`config.mk`:
```
export PLATFORM = sky130hd
export DESIGN_NAME = demux1to8_tdm_flat
export DESIGN_NICKNAME = d
export VERILOG_FILES = /design/src/rtl/demux1to8_tdm_if.sv /design/src/rtl/demux1to8_tdm.sv /design/src/flat_wrapper.sv
export SDC_FILE = /design/constraint.sdc
export NUM_CORES = 1
export LEC_CHECK = 0
export BUFFER_PORTS_ARGS = -buffer_cell sky130_fd_sc_hd__buf_2
export CORE_MARGIN = 2
export CORE_UTILIZATION = 43
export DETAILED_ROUTE_END_ITERATION = 10
export SLEW_MARGIN = 20
export SYNTH_ARGS = -nofsm -noshare
export SYNTH_HDL_FRONTEND = slang
export SYNTH_SLANG_ARGS = --single-unit
```
`constraint.sdc`:
```
create_clock -name clk -period 2.12 [get_ports clk]
set_input_delay 0.106 -clock clk [delete_from_list [all_inputs] [get_ports clk]]
set_output_delay 0.106 -clock clk [all_outputs]
set_load 0.02 [all_outputs]
```
`src/rtl/demux1to8_tdm_if.sv`:
```
// Lane/channel bundle for the 8:1 TDM receive block.
// Optional parity port is present only when DEMUX_PARITY_EN is defined.
interface demux1to8_tdm_if #(
    parameter int W = 1
);
    logic [W-1:0] din;
    logic         din_valid;
    logic         frame_start;
    logic [W-1:0] y0, y1, y2, y3, y4, y5, y6, y7;
    logic [2:0]   s;
    logic         locked;
    logic         frame_done;
    logic         sync_err;
`ifdef DEMUX_PARITY_EN
    logic         parity_err;

    modport master (
        output din, din_valid, frame_start,
        input  y0, y1, y2, y3, y4, y5, y6, y7, s, locked, frame_done, sync_err, parity_err
    );
    modport slave (
        input  din, din_valid, frame_start,
        output y0, y1, y2, y3, y4, y5, y6, y7, s, locked, frame_done, sync_err, parity_err
    );
`else
    modport master (
        output din, din_valid, frame_start,
        input  y0, y1, y2, y3, y4, y5, y6, y7, s, locked, frame_done, sync_err
    );
    modport slave (
        input  din, din_valid, frame_start,
        output y0, y1, y2, y3, y4, y5, y6, y7, s, locked, frame_done, sync_err
    );
`endif
endinterface

```
`src/rtl/demux1to8_tdm.sv`:
```
// Receive end of an 8:1 TDM lane: frame alignment, shadow collection and
// once-per-frame parallel update of y0..y7, with re-sync error reporting.
// Macro DEMUX_PARITY_EN adds a 9th slot carrying the XOR of slots 0..7;
// a mismatching frame is discarded and flagged on parity_err.
module demux1to8_tdm #(
    parameter int W = 1
) (
    input  logic            clk,
    input  logic            rst_n,
    demux1to8_tdm_if.slave  bus
);
`ifdef DEMUX_PARITY_EN
    localparam int CW  = 4;
    localparam int NSH = 8;   // slot 8 is checked straight from din
`else
    localparam int CW  = 3;
    localparam int NSH = 7;   // slot 7 goes straight from din to y7
`endif
    localparam logic [CW-1:0] CNT_ONE  = CW'(1);
    localparam logic [CW-1:0] CNT_LAST = CW'(NSH);

    localparam logic [0:0] ST_HUNT   = 1'b0;
    localparam logic [0:0] ST_LOCKED = 1'b1;

    logic [0:0]               r_state;
    logic [CW-1:0]            r_cnt;
    logic [NSH-1:0][W-1:0]    r_shadow;
    logic [7:0][W-1:0]        r_y;
    logic                     r_frame_done;
    logic                     r_sync_err;
    logic                     w_resync;
`ifdef DEMUX_PARITY_EN
    logic                     r_parity_err;
    logic [W-1:0]             w_par;

    // Running XOR of the collected data slots, compared against slot 8.
    always_comb begin
        w_par = '0;
        for (int i = 0; i < 8; i++) w_par = w_par ^ r_shadow[i];
    end
`endif

    // frame_start mid-frame while locked restarts the frame at slot 0.
    assign w_resync = (r_state == ST_LOCKED) && bus.frame_start && (r_cnt != '0);

    // Framing FSM, slot counter, shadow bank and output update.
    always_ff @(posedge clk or negedge rst_n) begin
        if (!rst_n) begin
            r_state      <= ST_HUNT;
            r_cnt        <= '0;
            r_shadow     <= '0;
            r_y          <= '0;
            r_frame_done <= 1'b0;
            r_sync_err   <= 1'b0;
`ifdef DEMUX_PARITY_EN
            r_parity_err <= 1'b0;
`endif
        end else begin
            r_frame_done <= 1'b0;
            r_sync_err   <= 1'b0;
`ifdef DEMUX_PARITY_EN
            r_parity_err <= 1'b0;
`endif
            if (bus.din_valid) begin
                if (r_state == ST_HUNT) begin
                    if (bus.frame_start) begin
                        r_shadow[0] <= bus.din;
                        r_cnt       <= CNT_ONE;
                        r_state     <= ST_LOCKED;
                    end
                end else if (w_resync) begin
                    r_sync_err  <= 1'b1;
                    r_shadow    <= '0;
                    r_shadow[0] <= bus.din;
                    r_cnt       <= CNT_ONE;
                end else if (r_cnt == CNT_LAST) begin
                    r_cnt <= '0;
`ifdef DEMUX_PARITY_EN
                    if (bus.din == w_par) begin
                        r_y          <= r_shadow;
                        r_frame_done <= 1'b1;
                    end else begin
                        r_parity_err <= 1'b1;
                    end
`else
                    r_y          <= {bus.din, r_shadow};
                    r_frame_done <= 1'b1;
`endif
                end else begin
                    for (int i = 0; i < NSH; i++)
                        if (r_cnt == CW'(i)) r_shadow[i] <= bus.din;
                    r_cnt <= r_cnt + CNT_ONE;
                end
            end
        end
    end

    assign bus.y0         = r_y[0];
    assign bus.y1         = r_y[1];
    assign bus.y2         = r_y[2];
    assign bus.y3         = r_y[3];
    assign bus.y4         = r_y[4];
    assign bus.y5         = r_y[5];
    assign bus.y6         = r_y[6];
    assign bus.y7         = r_y[7];
    assign bus.s          = r_cnt[2:0];
    assign bus.locked     = (r_state == ST_LOCKED);
    assign bus.frame_done = r_frame_done;
    assign bus.sync_err   = r_sync_err;
`ifdef DEMUX_PARITY_EN
    assign bus.parity_err = r_parity_err;
`endif
endmodule

```
`src/flat_wrapper.sv`:
```
// flat-port wrapper written by rule: the top's interface ports become plain ports
module demux1to8_tdm_flat 
#(
    parameter int W = 1
)
  (clk, rst_n, bus_din, bus_din_valid, bus_frame_start, bus_y0, bus_y1, bus_y2, bus_y3, bus_y4, bus_y5, bus_y6, bus_y7, bus_s, bus_locked, bus_frame_done, bus_sync_err);
  demux1to8_tdm_if #(.W(W)) bus_i ();
  input  logic clk;
  input  logic rst_n;
  input wire logic [$bits(bus_i.din)-1:0] bus_din;
  input wire logic [$bits(bus_i.din_valid)-1:0] bus_din_valid;
  input wire logic [$bits(bus_i.frame_start)-1:0] bus_frame_start;
  output wire logic [$bits(bus_i.y0)-1:0] bus_y0;
  output wire logic [$bits(bus_i.y1)-1:0] bus_y1;
  output wire logic [$bits(bus_i.y2)-1:0] bus_y2;
  output wire logic [$bits(bus_i.y3)-1:0] bus_y3;
  output wire logic [$bits(bus_i.y4)-1:0] bus_y4;
  output wire logic [$bits(bus_i.y5)-1:0] bus_y5;
  output wire logic [$bits(bus_i.y6)-1:0] bus_y6;
  output wire logic [$bits(bus_i.y7)-1:0] bus_y7;
  output wire logic [$bits(bus_i.s)-1:0] bus_s;
  output wire logic [$bits(bus_i.locked)-1:0] bus_locked;
  output wire logic [$bits(bus_i.frame_done)-1:0] bus_frame_done;
  output wire logic [$bits(bus_i.sync_err)-1:0] bus_sync_err;
  assign bus_i.din = bus_din;
  assign bus_i.din_valid = bus_din_valid;
  assign bus_i.frame_start = bus_frame_start;
  assign bus_y0 = bus_i.y0;
  assign bus_y1 = bus_i.y1;
  assign bus_y2 = bus_i.y2;
  assign bus_y3 = bus_i.y3;
  assign bus_y4 = bus_i.y4;
  assign bus_y5 = bus_i.y5;
  assign bus_y6 = bus_i.y6;
  assign bus_y7 = bus_i.y7;
  assign bus_s = bus_i.s;
  assign bus_locked = bus_i.locked;
  assign bus_frame_done = bus_i.frame_done;
  assign bus_sync_err = bus_i.sync_err;
  demux1to8_tdm #(.W(W)) u_core (.clk(clk), .rst_n(rst_n), .bus(bus_i));
endmodule
```
==> results of run 1 <==
-- registers in the layout, summed over array words and instances (netlist names) --
name	count
u_core.bus.frame_done	1
u_core.bus.y0	1
u_core.r_shadow	7
u_core.bus.y5	1
u_core.bus.s	3
u_core.bus.y3	1
u_core.bus.sync_err	1
u_core.bus.y7	1
u_core.bus.y4	1
u_core.bus.y2	1
u_core.bus.locked	1
u_core.bus.y1	1
u_core.bus.y6	1
-- report_power, final --
group | leakage (nW) | total, mW | switching (mW) | internal (mW)
sequential | 0.276 | 0.601 | 0.0899 | 0.511
combinational | 0.334 | 0.500 | 0.268 | 0.232
clock | 0.0177 | 0.184 | 0.114 | 0.0701
-- per-layer routing --
layer  part of all wire, %  vias up  wire length [µm]
met1                    51      350               951
met2                    45       13               835
met5                     0        -                 0
met4                     0        0                 0
li1                      -      361                 -
met3                   4.0        0                75
-- worst min-delay path by stage --
stage             from                         endpoint  slack [ns]  cells after the start
4_1_cts        bus_din        u_core.bus.y7$_DFFE_PN0P_        0.07                      2
3_5_place_dp     rst_n        u_core.bus.y6$_DFFE_PN0P_        0.09                      1
3_3_place_gp     rst_n        u_core.bus.y2$_DFFE_PN0P_        0.09                      1
2_1_floorplan    rst_n  u_core.bus.frame_done$_DFF_PN0_       -0.19                      0
5_1_grt        bus_din        u_core.bus.y7$_DFFE_PN0P_        0.05                      2
6_report       bus_din        u_core.bus.y7$_DFFE_PN0P_        0.09                      2
-- critical path, cell delays in order (launching register included) --
cell and delay, ns:
sky130_fd_sc_hd__dfrtp_1 0.45, sky130_fd_sc_hd__ha_1 0.25, sky130_fd_sc_hd__ha_1 0.26, sky130_fd_sc_hd__nor2b_1 0.18
sky130_fd_sc_hd__a311oi_4 0.37, sky130_fd_sc_hd__and3_4 0.29, sky130_fd_sc_hd__a22o_1 0.14
-- kinds of logic after synthesis --
| logic type | share of synthesized area (%) |
|---|---|
| fa+ha+maj | 7.059 |
| buf+inv | 3.999 |
| mux | 12.35 |
| compound gates | 15.88 |
| flops | 49.41 |
| simple gates | 11.29 |
-- cell usage after synthesis (all sizes together) --
cell type | instances | area (µm²)
dfrtp | 21 | 525.5
mux2 | 9 | 131.4
o21ai | 8 | 40.03
inv | 7 | 26.27
a22o | 6 | 52.55
ha | 6 | 75.07
nand2 | 5 | 21.27
and2 | 4 | 25.02
a21oi | 3 | 15.01
and2b | 3 | 22.52
a32oi | 2 | 17.52
and3 | 2 | 17.52
buf | 2 | 16.26
nand2b | 2 | 12.51
nor2b | 2 | 12.51
a311oi | 1 | 26.28
a41oi | 1 | 8.760
nand3 | 1 | 5.000
nor2 | 1 | 3.750
o41ai | 1 | 8.760
-- through the flow --
stage / hold WS (ns) / instances / setup WS (ns) / utilization [%]
2_1_floorplan: -0.1896 / 87 / 0.2480 / -
3_3_place_gp: 0.08676 / 134 / 0.1869 / 49.58
3_5_place_dp: 0.08764 / 134 / 0.1434 / 49.58
4_1_cts: 0.07111 / 139 / 0.1195 / 51.14
5_1_grt: 0.05050 / 139 / 0.001883 / 51.14
6_report: 0.09044 / 139 / 0.1279 / 51.14
-- final cells by class --
class                           count  area (µm²)  share of cell area (%)
Inverter                            7       26.28                   2.132
Timing Repair Buffer               20       120.1                   9.746
Clock buffer                        3       22.52                   1.827
Multi-Input combinational cell     57       495.5                   40.20
Tap cell                           30       37.54                   3.046
Sequential cell                    21       525.5                   42.64
Clock inverter                      1       5.005                  0.4061
==> run metrics, run 1 <==
outcome=finished clean; critical path class=reg2reg; Period minus WS final=1.992 ns; total power of the final layout=1.285 mW; filler instances=213; full die area=2887 µm²; post-detail-place hpwl=1.432 mm; number of endpoints failing setup at the final stage=0; maximum clock path buffer count=2; final clock period utilization by the worst path=93.97%; mapped cell area=roughly 1100 µm²; reg-to-reg endpoint=u_core.r_shadow[3]$_DFFE_PN0P_; DR vias/cell=~5.2; area after detailed placement=1195 µm²; clock buffer count from CTS=3; slew at the pin closest to its max-slew limit=roughly 0.45 ns; placement row count=18; required time of the critical path=about 2.4 ns; summed negative setup slack over all endpoints=0 ns; Synth cell types=26; total power divided by cell area=1042 nW/µm²; most used cells in the layout excluding fill and tap cells=21 x sky130_fd_sc_hd__dfrtp_1, 18 x sky130_fd_sc_hd__buf_2, 8 x sky130_fd_sc_hd__mux2_4; critical path data arrival time=about 2.2 ns; highest clock frequency the design can meet=502.0 MHz; share of post-route cells with drive strength above 1=33.03%; RR Startpoint=u_core.bus.s[0]$_DFFE_PN0P_; post-synthesis area per instance=about 12 µm²; placer's final routability congestion estimate=0.7860; final count of hold timing violations=0; antenna cells=0; # nets final=121; Final Routed Wirelength=between 1.5 and 2 mm; Static Leakage=0.6282 nW; most common library cell in the layout ignoring fill and taps=sky130_fd_sc_hd__dfrtp_1; relative area change from synthesis to final layout=15.88%; number of top-level design ports=19; vias after detailed routing=724; warning count from the yosys run=0; count of antenna-violating nets left after detailed routing=0; Skew-Pair Late Insertion Delay=0.29 ns; number of pins with negative max-slew slack in the final report=0; Critical Path End=u_core.r_shadow[3]$_DFFE_PN0P_; global-route usage over all layers=15.73%; worst min path class=in2reg; Residual DRC=0; detailed-route wire length per cell=13.40 µm; Post CTS Setup Buffer Count=0; effective utilization at floorplan=44.13%; largest net degree at the start of global routing=22; start point of the critical path=u_core.bus.s[0]$_DFFE_PN0P_; met3 Usage GRT=3.333%; number of H-tree branching levels=1; number of storage elements in the synthesis netlist=21; hold-fix buffers at CTS=1; total nets after synthesis=98; Clock Root Buffer=sky130_fd_sc_hd__clkbuf_4; Critical Path Sink Type=flip-flop; internal reg-to-reg setup slack=around 0.13 ns; wire length of the first global-routing pass=3.256 mm; highest fanout seen on the critical path=8; Relative slew margins=69.95%; input/output buffers=18; clock tree skew after final layout=~0.0032 ns; vias in the first global route=736; reg2reg path depth=6; TritonCTS clock tree=built; die extent in x=53.73 µm; sequential element share of the synthesized area=between 40% and 50%; CTS Sinks=21; global routing met1 resource utilization=22.11%; Top Usage Layer GRT=met2; Remaining Overflow, GRT=0; clock transition time at the flip-flop clock pins of the worst setup and hold paths=around 0.11 ns; met2 Usage GRT=23.78%; Die Ht=around 54 µm; RSZ-0062 raised after global routing=no; initial antenna violation count=0; Placeable Area=~2400 µm²; total of max-cap violations=0; DRC violation total after the first TritonRoute iteration=7; kind of launch point of the worst setup path=flip-flop; number of instances in the synthesized netlist=87; post-route cell area=1232 µm²; number of gates given a new drive strength after cts=0; number of search-and-repair iterations in the first detailed-routing pass=4; worst ir drop on vdd=just under 0.0005 V
Note: power is estimated with default switching activity, not from simulation.
==> run 2, diff against run 1 <==
CTS_CLUSTER_SIZE = 10   (was not set)
clock period = 2.5 ns   (was 2.12 ns; I/O delays follow)
==> run 2 against run 1 <==
Net effect:
- sequential power is 15% lower
- maximum frequency is 6.1% lower
- die area stayed put
- first-iteration DRC count is 43% lower
- global-route usage is 0.52 points higher
- non-clock buffer count is 1 lower
- sequential share of layout area is 0.75 points higher
- largest power group unchanged
- cell count is 0.72% lower
- critical endpoint is now u_core.bus.y7$_DFFE_PN0P_
- critical path depth stayed put
- clock-buffer cell count is 1 higher
- highest routed layer is now met4
- clock power is 12% lower
==> run metrics, run 2 (same netlist as run 1, synthesis figures left out) <==
outcome=finished clean; TritonCTS clock tree=built; detailed-route wire length per cell=14.25 µm (+6.4%); reg-to-reg endpoint=u_core.bus.y7$_DFFE_PN0P_; effective utilization at floorplan=44.13% (unchanged); routed length on met2=886 µm (+6.1%); internal reg-to-reg setup slack=0.38 ns (+0.25 ns); antenna cells=0 (unchanged); worst ir drop on vdd=0.0005183 V (+5.8%); area occupied by multi-input gates=495.5 µm² (unchanged); Final Routed Wirelength=1.967 mm (+5.6%); vias in the first global route=685 (-6.9%); Period minus WS final=2.122 ns (+0.1303 ns); most common library cell in the layout ignoring fill and taps=sky130_fd_sc_hd__dfrtp_1; Min-Delay Startpoint=bus_din; number of endpoints failing setup at the final stage=0 (unchanged); Post CTS Setup Buffer Count=0 (unchanged); global-route usage over all layers=16.24% (+0.52 points); most flop-heavy register=u_core.r_shadow; full die area=2887 µm² (unchanged); Placeable Area=2410 µm² (unchanged); Relative slew margins=61.55% (-8.4 points); summed negative setup slack over all endpoints=0 ns (unchanged); endpoint of the worst hold path=u_core.r_shadow[0]$_DFFE_PN0P_; Static Leakage=0.6174 nW (-1.7%); initial antenna violation count=0 (unchanged); number of flip-flops under the largest register name=7 (unchanged); cell-internal power=0.6904 mW (-15%); Die Ht=53.73 µm (unchanged); placement row count=18 (unchanged); CTS Sinks=21 (unchanged); count of antenna-violating nets left after detailed routing=0 (unchanged); post-detail-place hpwl=1.451 mm (+1.3%); filler instances=207 (-2.8%); worst hold stages=2 (unchanged); wire length of the first global-routing pass=3.277 mm (+0.64%); critical path class=reg2reg; share of post-route cells with drive strength above 1=31.48% (-1.5 points); total power divided by cell area=905.6 nW/µm² (-13%); kind of launch point of the worst setup path=flip-flop; topmost layer with routed signal wires=met4; clock buffer count from CTS=3 (unchanged); worst min path class=in2reg; setup slack after placement=0.3824 ns (+0.2390 ns); maximum clock path buffer count=2 (unchanged); number of search-and-repair iterations in the first detailed-routing pass=4 (unchanged); Skew-Pair Late Insertion Delay=0.30 ns (about the same); number of gates given a new drive strength after cts=0 (unchanged); fraction of power spent switching nets=37.05% (+0.30 points); DR vias/cell=5.304 (+1.8%); final clock period utilization by the worst path=84.90% (-9.1 points); Register Area=525.5 µm² (unchanged); DRC violation total after the first TritonRoute iteration=4 (-3); highest fanout seen on the critical path=9 (+1); Critical Path Sink Type=flip-flop; # nets final=120 (-0.83%); number of top-level design ports=19 (unchanged); number of H-tree branching levels=1 (unchanged); vias after detailed routing=732 (+1.1%); RSZ-0062 raised after global routing=no; hold-fix buffers at CTS=1 (unchanged); slew at the pin closest to its max-slew limit=0.5768 ns (+0.1260 ns); final count of hold timing violations=0 (unchanged); Remaining Overflow, GRT=0 (unchanged); net switching power=0.4064 mW (-14%); Clock Root Buffer=sky130_fd_sc_hd__clkbuf_4; total of max-cap violations=0 (unchanged); combinational power share=39.0% (about the same); most used cells in the layout excluding fill and tap cells=21 x sky130_fd_sc_hd__dfrtp_1, 18 x sky130_fd_sc_hd__buf_2, 8 x sky130_fd_sc_hd__mux2_4; highest clock frequency the design can meet=471.2 MHz (-6.1%); worst setup margin=0.3776 ns (+0.2497 ns); die extent in x=53.73 µm (unchanged); relative area change from synthesis to final layout=13.88%; RR Startpoint=u_core.bus.s[0]$_DFFE_PN0P_; Residual DRC=0 (unchanged); clock group share of total power=14.7% (+0.4 points); clock transition time at the flip-flop clock pins of the worst setup and hold paths=0.11 ns (about the same); critical path data arrival time=2.32 ns (+0.09 ns); reg2reg path depth=6 (unchanged); largest net degree at the start of global routing=22 (unchanged); number of pins with negative max-slew slack in the final report=0 (unchanged); clock tree skew after final layout=0.004561 ns (+0.001410 ns); sequential cell fraction of total power=46.4% (-0.4 points); met3 layer wire length in the routed design=103 µm (+37%); routed metal-1 wirelength=949 µm (-0.21%); input/output buffers=18 (unchanged); required time of the critical path=2.69 ns (+0.33 ns); placer's final routability congestion estimate=0.7878 (+0.23%)
==> run 2: cell types whose count changed in the layout (fill, tap and decap cells not counted) <==
| cell | before | now |
|---|---|---|
| sky130_fd_sc_hd__clkbuf_1 | 0 | 1 |
| sky130_fd_sc_hd__clkinv_2 | 1 | 0 |
| sky130_fd_sc_hd__buf_12 | 1 | 0 |
==> run 2: power by group through the flow <==
stage                     clock network [mW]  registers (mW)  logic, mW
after global placement                     0           0.509      0.421
after floorplan                            0           0.568      0.243
final                                  0.161           0.509      0.427
after global routing                   0.183           0.527      0.476
after CTS                              0.168           0.510      0.433
after detailed placement                   0           0.517      0.430
==> run 2: worst max-delay path by stage <==
stage	depth (start not counted)	slack, ns	end	startpoint
4_1_cts	6	0.37	u_core.bus.y7$_DFFE_PN0P_	u_core.bus.s[0]$_DFFE_PN0P_
2_1_floorplan	6	0.63	u_core.r_shadow[6]$_DFFE_PN0P_	u_core.bus.s[0]$_DFFE_PN0P_
3_3_place_gp	6	0.47	u_core.bus.y3$_DFFE_PN0P_	u_core.bus.s[0]$_DFFE_PN0P_
3_5_place_dp	6	0.38	u_core.bus.y7$_DFFE_PN0P_	u_core.bus.s[0]$_DFFE_PN0P_
6_report	6	0.38	u_core.bus.y7$_DFFE_PN0P_	u_core.bus.s[0]$_DFFE_PN0P_
5_1_grt	6	0.19	u_core.bus.y7$_DFFE_PN0P_	u_core.bus.s[0]$_DFFE_PN0P_
==> run 2: layer usage <==
layer | global-route usage, % | vias up
met3 | 3.333 | 4
met1 | 21.06 | 353
met2 | 26.42 | 25
li1 | - | 350
met5 | 0 | -
met4 | 6.410 | 0
==> run 2: stage by stage <==
step	util [%]	hold slack (ns)	area [µm²]	cells	power, mW
3_5_place_dp	48.75	0.1127	1175	133	0.9479
5_1_grt	50.26	0.1019	1211	138	1.185
3_3_place_gp	48.75	0.1059	1175	133	0.9301
6_report	50.26	0.1087	1211	138	1.097
2_1_floorplan	-	-0.1706	1064	87	0.8114
4_1_cts	50.26	0.1068	1211	138	1.111
==> run 2: area by class of cell <==
cell class              instances  share of cell area, %
clock buffers                   4                  2.169
inverters                       7                  2.169
multi-input cells              57                  40.91
flip-flops and latches         21                  43.39
well taps                      30                  3.099
repair buffers                 19                  8.264
==> run 2: worst max-delay path: stages (launching register included) <==
cell	delay, ns
sky130_fd_sc_hd__dfrtp_1	0.45
sky130_fd_sc_hd__inv_1	0.12
sky130_fd_sc_hd__ha_1	0.28
sky130_fd_sc_hd__nand2b_1	0.10
sky130_fd_sc_hd__a21oi_1	0.18
sky130_fd_sc_hd__and2_1	0.52
sky130_fd_sc_hd__mux2_4	0.35
